==> src/rtl/sysid_arb_pkg.sv <==
// Shared constants for the system-ID access arbiter: FSM encodings, slave word addresses, data width.
package sysid_arb_pkg;

    localparam int unsigned DATA_W = 32;
    localparam int unsigned STATE_W = 2;

    localparam logic [STATE_W-1:0] ST_BOOT_ID = 2'd0;
    localparam logic [STATE_W-1:0] ST_BOOT_TS = 2'd1;
    localparam logic [STATE_W-1:0] ST_ARB     = 2'd2;

    localparam logic SYSID_ADDR_ID = 1'b1;
    localparam logic SYSID_ADDR_TS = 1'b0;

endpackage

==> src/rtl/sysid_access_arbiter_rr_arbiter2.sv <==
// Two-requester round-robin grant; the most recently served requester loses the next tie.
module rr_arbiter2 (
    input  logic       clock,
    input  logic       reset,
    input  logic [1:0] req,
    input  logic       update_en,
    output logic [1:0] grant_c
);

    logic last_grant_q;

    always_comb begin
        grant_c = 2'b00;
        case (req)
            2'b01:   grant_c = 2'b01;
            2'b10:   grant_c = 2'b10;
            2'b11:   grant_c = last_grant_q ? 2'b01 : 2'b10;
            default: grant_c = 2'b00;
        endcase
    end

    // Reset to 1 so requester 0 wins the first tie.
    always_ff @(posedge clock or posedge reset) begin
        if (reset) begin
            last_grant_q <= 1'b1;
        end else if (update_en && (grant_c != 2'b00)) begin
            last_grant_q <= grant_c[1];
        end
    end

endmodule

==> src/rtl/sysid_access_arbiter.sv <==
// Boot self-check of the sysid slave followed by round-robin sharing between two Avalon-MM read masters.
module sysid_access_arbiter
    import sysid_arb_pkg::*;
#(
    parameter logic [31:0] EXPECTED_ID = 32'h5242_2301,
    parameter logic [31:0] EXPECTED_TS = 32'h0000_0000,
    parameter bit          CHECK_EN    = 1'b1
) (
    input  logic              clock,
    input  logic              reset,
    input  logic              m0_read,
    input  logic              m0_address,
    output logic              m0_waitrequest,
    output logic [DATA_W-1:0] m0_readdata,
    output logic              m0_readdatavalid,
    input  logic              m1_read,
    input  logic              m1_address,
    output logic              m1_waitrequest,
    output logic [DATA_W-1:0] m1_readdata,
    output logic              m1_readdatavalid,
    output logic              s_address,
    input  logic [DATA_W-1:0] s_readdata,
    output logic              boot_done,
    output logic              id_ok,
    output logic              id_mismatch
);

    localparam logic [STATE_W-1:0] RST_STATE = CHECK_EN ? ST_BOOT_ID : ST_ARB;
    localparam logic               RST_DONE  = CHECK_EN ? 1'b0 : 1'b1;

    logic [STATE_W-1:0] state_q;
    logic [STATE_W-1:0] state_d;
    logic               in_arb_c;
    logic [1:0]         grant_c;
    logic               mismatch_q;
    logic               ts_bad_c;
    logic               boot_bad_c;

    assign in_arb_c   = (state_q == ST_ARB);
    assign ts_bad_c   = (s_readdata != EXPECTED_TS);
    assign boot_bad_c = mismatch_q | ts_bad_c;

    // Arbitration only advances once the boot check has handed over.
    rr_arbiter2 u_rr (
        .clock     (clock),
        .reset     (reset),
        .req       ({m1_read & in_arb_c, m0_read & in_arb_c}),
        .update_en (in_arb_c),
        .grant_c   (grant_c)
    );

    always_ff @(posedge clock or posedge reset) begin
        if (reset) begin
            state_q <= RST_STATE;
        end else begin
            state_q <= state_d;
        end
    end

    // Next state plus the combinational slave address and stall signals.
    always_comb begin
        state_d        = state_q;
        s_address      = SYSID_ADDR_TS;
        m0_waitrequest = 1'b1;
        m1_waitrequest = 1'b1;
        case (state_q)
            ST_BOOT_ID: begin
                s_address = SYSID_ADDR_ID;
                state_d   = ST_BOOT_TS;
            end
            ST_BOOT_TS: begin
                s_address = SYSID_ADDR_TS;
                state_d   = ST_ARB;
            end
            ST_ARB: begin
                m0_waitrequest = ~grant_c[0];
                m1_waitrequest = ~grant_c[1];
                if (grant_c[0]) begin
                    s_address = m0_address;
                end else if (grant_c[1]) begin
                    s_address = m1_address;
                end
            end
            default: state_d = RST_STATE;
        endcase
    end

    // Boot compare; results are frozen once ARB is reached.
    always_ff @(posedge clock or posedge reset) begin
        if (reset) begin
            mismatch_q  <= 1'b0;
            boot_done   <= RST_DONE;
            id_ok       <= RST_DONE;
            id_mismatch <= 1'b0;
        end else if (state_q == ST_BOOT_ID) begin
            mismatch_q <= (s_readdata != EXPECTED_ID);
        end else if (state_q == ST_BOOT_TS) begin
            mismatch_q  <= boot_bad_c;
            id_ok       <= ~boot_bad_c;
            id_mismatch <= boot_bad_c;
            boot_done   <= 1'b1;
        end
    end

    // One-cycle registered read response per master.
    always_ff @(posedge clock or posedge reset) begin
        if (reset) begin
            m0_readdata      <= '0;
            m0_readdatavalid <= 1'b0;
            m1_readdata      <= '0;
            m1_readdatavalid <= 1'b0;
        end else begin
            m0_readdatavalid <= in_arb_c & grant_c[0];
            m1_readdatavalid <= in_arb_c & grant_c[1];
            if (in_arb_c && grant_c[0]) begin
                m0_readdata <= s_readdata;
            end
            if (in_arb_c && grant_c[1]) begin
                m1_readdata <= s_readdata;
            end
        end
    end

endmodule

==> config.mk <==
export PLATFORM = sky130hd
export DESIGN_NAME = sysid_access_arbiter
export DESIGN_NICKNAME = d
export VERILOG_FILES = /design/src/rtl/sysid_arb_pkg.sv /design/src/rtl/sysid_access_arbiter_rr_arbiter2.sv /design/src/rtl/sysid_access_arbiter.sv
export SDC_FILE = /design/constraint.sdc
export NUM_CORES = 1
export LEC_CHECK = 0
export CAP_MARGIN = 20
export CORE_MARGIN = 5
export CORE_UTILIZATION = 50
export CTS_CLUSTER_DIAMETER = 30
export DETAILED_ROUTE_END_ITERATION = 8
export DONT_BUFFER_PORTS = 1
export PLACE_DENSITY_LB_ADDON = 0.3
export SLEW_MARGIN = 15
export SYNTH_ARGS = -nofsm -noshare
export SYNTH_HDL_FRONTEND = slang
export SYNTH_SLANG_ARGS = --single-unit
==> constraint.sdc <==
create_clock -name clock -period 6.3 [get_ports clock]
set_input_delay 1.26 -clock clock [delete_from_list [all_inputs] [get_ports clock]]
set_output_delay 1.26 -clock clock [all_outputs]
set_load 0.005 [all_outputs]
==> flow_metrics.py <==
metrics = {
    "synthesis": {
        "syn-num-nets": 293,
        "ys_ff_latch": 73,
        "synth_area_sq_mm": 0.00289,
        "synthCells": 255,
        "seq_area_frac_synth_pct": 63.3,
        "ys.warnings.count": 0,
        "syn_avg_cell_area_sq_um": 11.3,
        "ys_types": 27,
    },
    "sta": {
        "skew_ps": 6.85,
        "tightest_slew_ps": 898,
        "setup_viol": 0,
        "min_period_over_period_pct": 61.3,
        "fmax_ghz": 0.259,
        "slew_violations": 0,
        "maxSlewHeadroom_pct": 40.1,
        "fin_tns_setup_ps": 0,
        "period_needed_ps": 3860,
        "timing.final.ws_setup_ps": 2440,
        "rsz0062_at_grt": "false",
        "finalHoldViolations": 0,
    },
    "place": {
        "place_ws_ps": 2420,
        "hpwl_microns": 4490,
        "io_buffers": 0,
        "gp_congestion": 0.721,
        "dp.cells": 318,
    },
    "grt": {
        "grt-ovfl-total": 0,
        "grt_max_degree": 74,
        "antenna_found_initial": 0,
        "track_usage_pct": 18.4,
        "grt_pass1_wl_microns": 10400,
        "grt_pass1_vias": 1981,
    },
    "clocking": {
        "cts_buffers": 9,
        "clk_pin_slew_ps": 80,
        "hold_buffers": 0,
        "h-tree-depth": 3,
        "cts_tree": "yes",
        "cts_buffer_depth": 2,
        "cts_setup_buffers": 0,
        "clk_latency_ps": 340,
        "clkSinkCount": 73,
        "cts_root_buf": "clkbuf_8",
        "cts_resized": 0,
    },
    "setup_path": {
        "crit_chain": "nand3b_1 -> a21o_1 -> buf_4 -> inv_2 -> a22oi_1 -> a21oi_1",
        "slowest_stage": "inv_2",
        "cpPeakStageDelay_ps": 470,
        "start_kind": "input pin",
        "crit_required_ps": 5040,
        "path_delay_family": "buffers and inverters",
        "reg2reg_slack_ps": 4400,
        "worst-path-buf-inv": 2,
        "critical_path.max_fanout": 34,
        "worstPathArrival_ps": 2600,
        "critPathKind": "in2out",
        "worst-path-stages": 6,
        "critPathCaptureType": "primary output",
        "ff2ff_path_depth": 6,
    },
    "min_path": {
        "hp-class": "reg2reg",
        "worstHoldPathCells": 1,
    },
    "die": {
        "core_area_sq_mm": 0.00557,
        "start_util_pct": 51.8,
        "dieArea_sq_mm": 0.00740,
        "rows": 27,
        "fp.dieH_microns": 86.0,
        "num_io_pins": 110,
        "dieWidth_microns": 86.0,
    },
    "routing": {
        "drtAntennaViolNets": 0,
        "drt_iter0_markers": 70,
        "drtPass1Iterations": 4,
        "wl_microns": 6480,
        "num_vias": 1838,
        "wl_per_cell_microns": 19.4,
        "avgViaCountPerCell": 5.50,
        "drc": 0,
    },
    "layout": {
        "stdcell_count": 334,
        "layout.nets": 295,
        "antennaDiodeCount": 0,
        "area_growth_syn_to_layout_pct": 9.01,
        "drive_gt1_share_pct": 21.8,
        "multi_input_area_sq_um": 968,
        "regArea_sq_mm": 0.00183,
        "layout_commonest_cell": "nand2_1",
        "fillerInstances": 474,
        "layout_common_cells": "101 x nand2_1, 72 x dfrtp_1, 32 x mux2_2, 10 x clkbuf_8, 8 x nor4_1",
    },
    "job": {
        "drv_cap": 0,
    },
    "status": {
        "status": "finished clean",
    },
    "power_and_ir_drop": {
        "p_leak_nw": 1.49,
        "irDropWorstVdd_mv": 0.187,
        "powerDensity_mw_per_mm2": 348,
    },
}
[where the power goes]
part	switching [mW]	leakage, nW	internal [mW]	total (mW)
Combinational	0.0546	0.508	0.0483	0.103
Sequential	0.0544	0.864	0.536	0.590
Clock	0.168	0.113	0.233	0.401
Total	0.277	1.49	0.817	1.09
[kinds of logic after synthesis]
group                  Yosys count  synth area share [%]
AND/OR/NAND/NOR                124                  18.4
buffers and inverters           17                  3.16
multiplexers                    32                  12.5
AO/OA/AOI/OAI                    8                  2.38
XOR/XNOR                         1                 0.303
flip-flops                      73                  63.3
[flip-flops by register name, indices dropped and copies added (netlist names)]
register and cells:
m1_readdata 32, m0_readdata 32, u_rr.last_grant_q 1, mismatch_q 1, id_ok 1, id_mismatch 1, state_q 2, m0_readdatavalid 1
boot_done 1, m1_readdatavalid 1
[cells in the mapped netlist]
cell type | instances | area [sq um]
nand3b_1 | 1 | 7.51
mux2_2 | 32 | 360
nand2b_1 | 2 | 12.5
dfstp_2 | 1 | 26.3
a21o_1 | 2 | 15.0
a21oi_4 | 1 | 16.3
buf_6 | 1 | 11.3
a22oi_1 | 1 | 7.51
a2111oi_2 | 1 | 15.0
or4_4 | 1 | 11.3
nand3b_4 | 1 | 20.0
nand2_1 | 101 | 379
inv_1 | 4 | 15.0
o21ai_0 | 1 | 5.00
buf_2 | 4 | 20.0
buf_4 | 4 | 30.0
nor2b_1 | 1 | 6.26
nand4_1 | 3 | 18.8
dfrtp_1 | 72 | 1800
xor2_1 | 1 | 8.76
nand3_1 | 1 | 5.00
a21oi_1 | 2 | 10.0
nor4_1 | 8 | 50.1
clkbuf_1 | 3 | 11.3
inv_2 | 1 | 3.75
nor3_1 | 1 | 5.00
nor2_1 | 4 | 15.0
[worst paths after layout]
path	start	endpoint
worst max-delay path	m1_read	s_address
max in group asynchronous	reset	m1_readdata[0]$_DFFE_PP0P_
worst min register to register	boot_done$_DFFE_PP0P_	boot_done$_DFFE_PP0P_
worst max register to register	state_q[1]$_DFFE_PP0P_	m1_readdata[28]$_DFFE_PP0P_
worst min-delay path	boot_done$_DFFE_PP0P_	boot_done$_DFFE_PP0P_
min in group asynchronous	reset	m0_readdata[15]$_DFFE_PP0P_
[final cells by class]
type	count	share of cell area [%]
clock buffer	11	4.49
clock inverter	5	2.50
inverter	5	0.596
multi-input combinational	165	30.8
sequential	73	58.1
tap	72	2.86
timing repair buffer	3	0.715
[through the flow]
stage	hold slack [ps]	utilization, %	power, mW	instance area, sq um
3_5_place_dp	488	52.5	0.706	2930
6_report	499	56.5	1.09	3150
3_3_place_gp	480	52.5	0.701	2930
5_1_grt	518	56.5	1.15	3150
2_1_floorplan	459	-	0.673	2890
4_1_cts	503	56.5	1.11	3150
[layer usage]
| metal | vias up | global-route usage, % | wire length [microns] | part of all wire, % |
|---|---|---|---|---|
| li1 | 839 | - | - | - |
| met2 | 85 | 29.4 | 3220 | 50 |
| met1 | 904 | 21.8 | 2450 | 38 |
| met3 | 10 | 7.59 | 709 | 11 |
| met4 | 0 | 8.35 | 97 | 1.5 |
| met5 | - | 0 | 0 | 0 |
No activity file was read; power rests on OpenSTA's default activity.
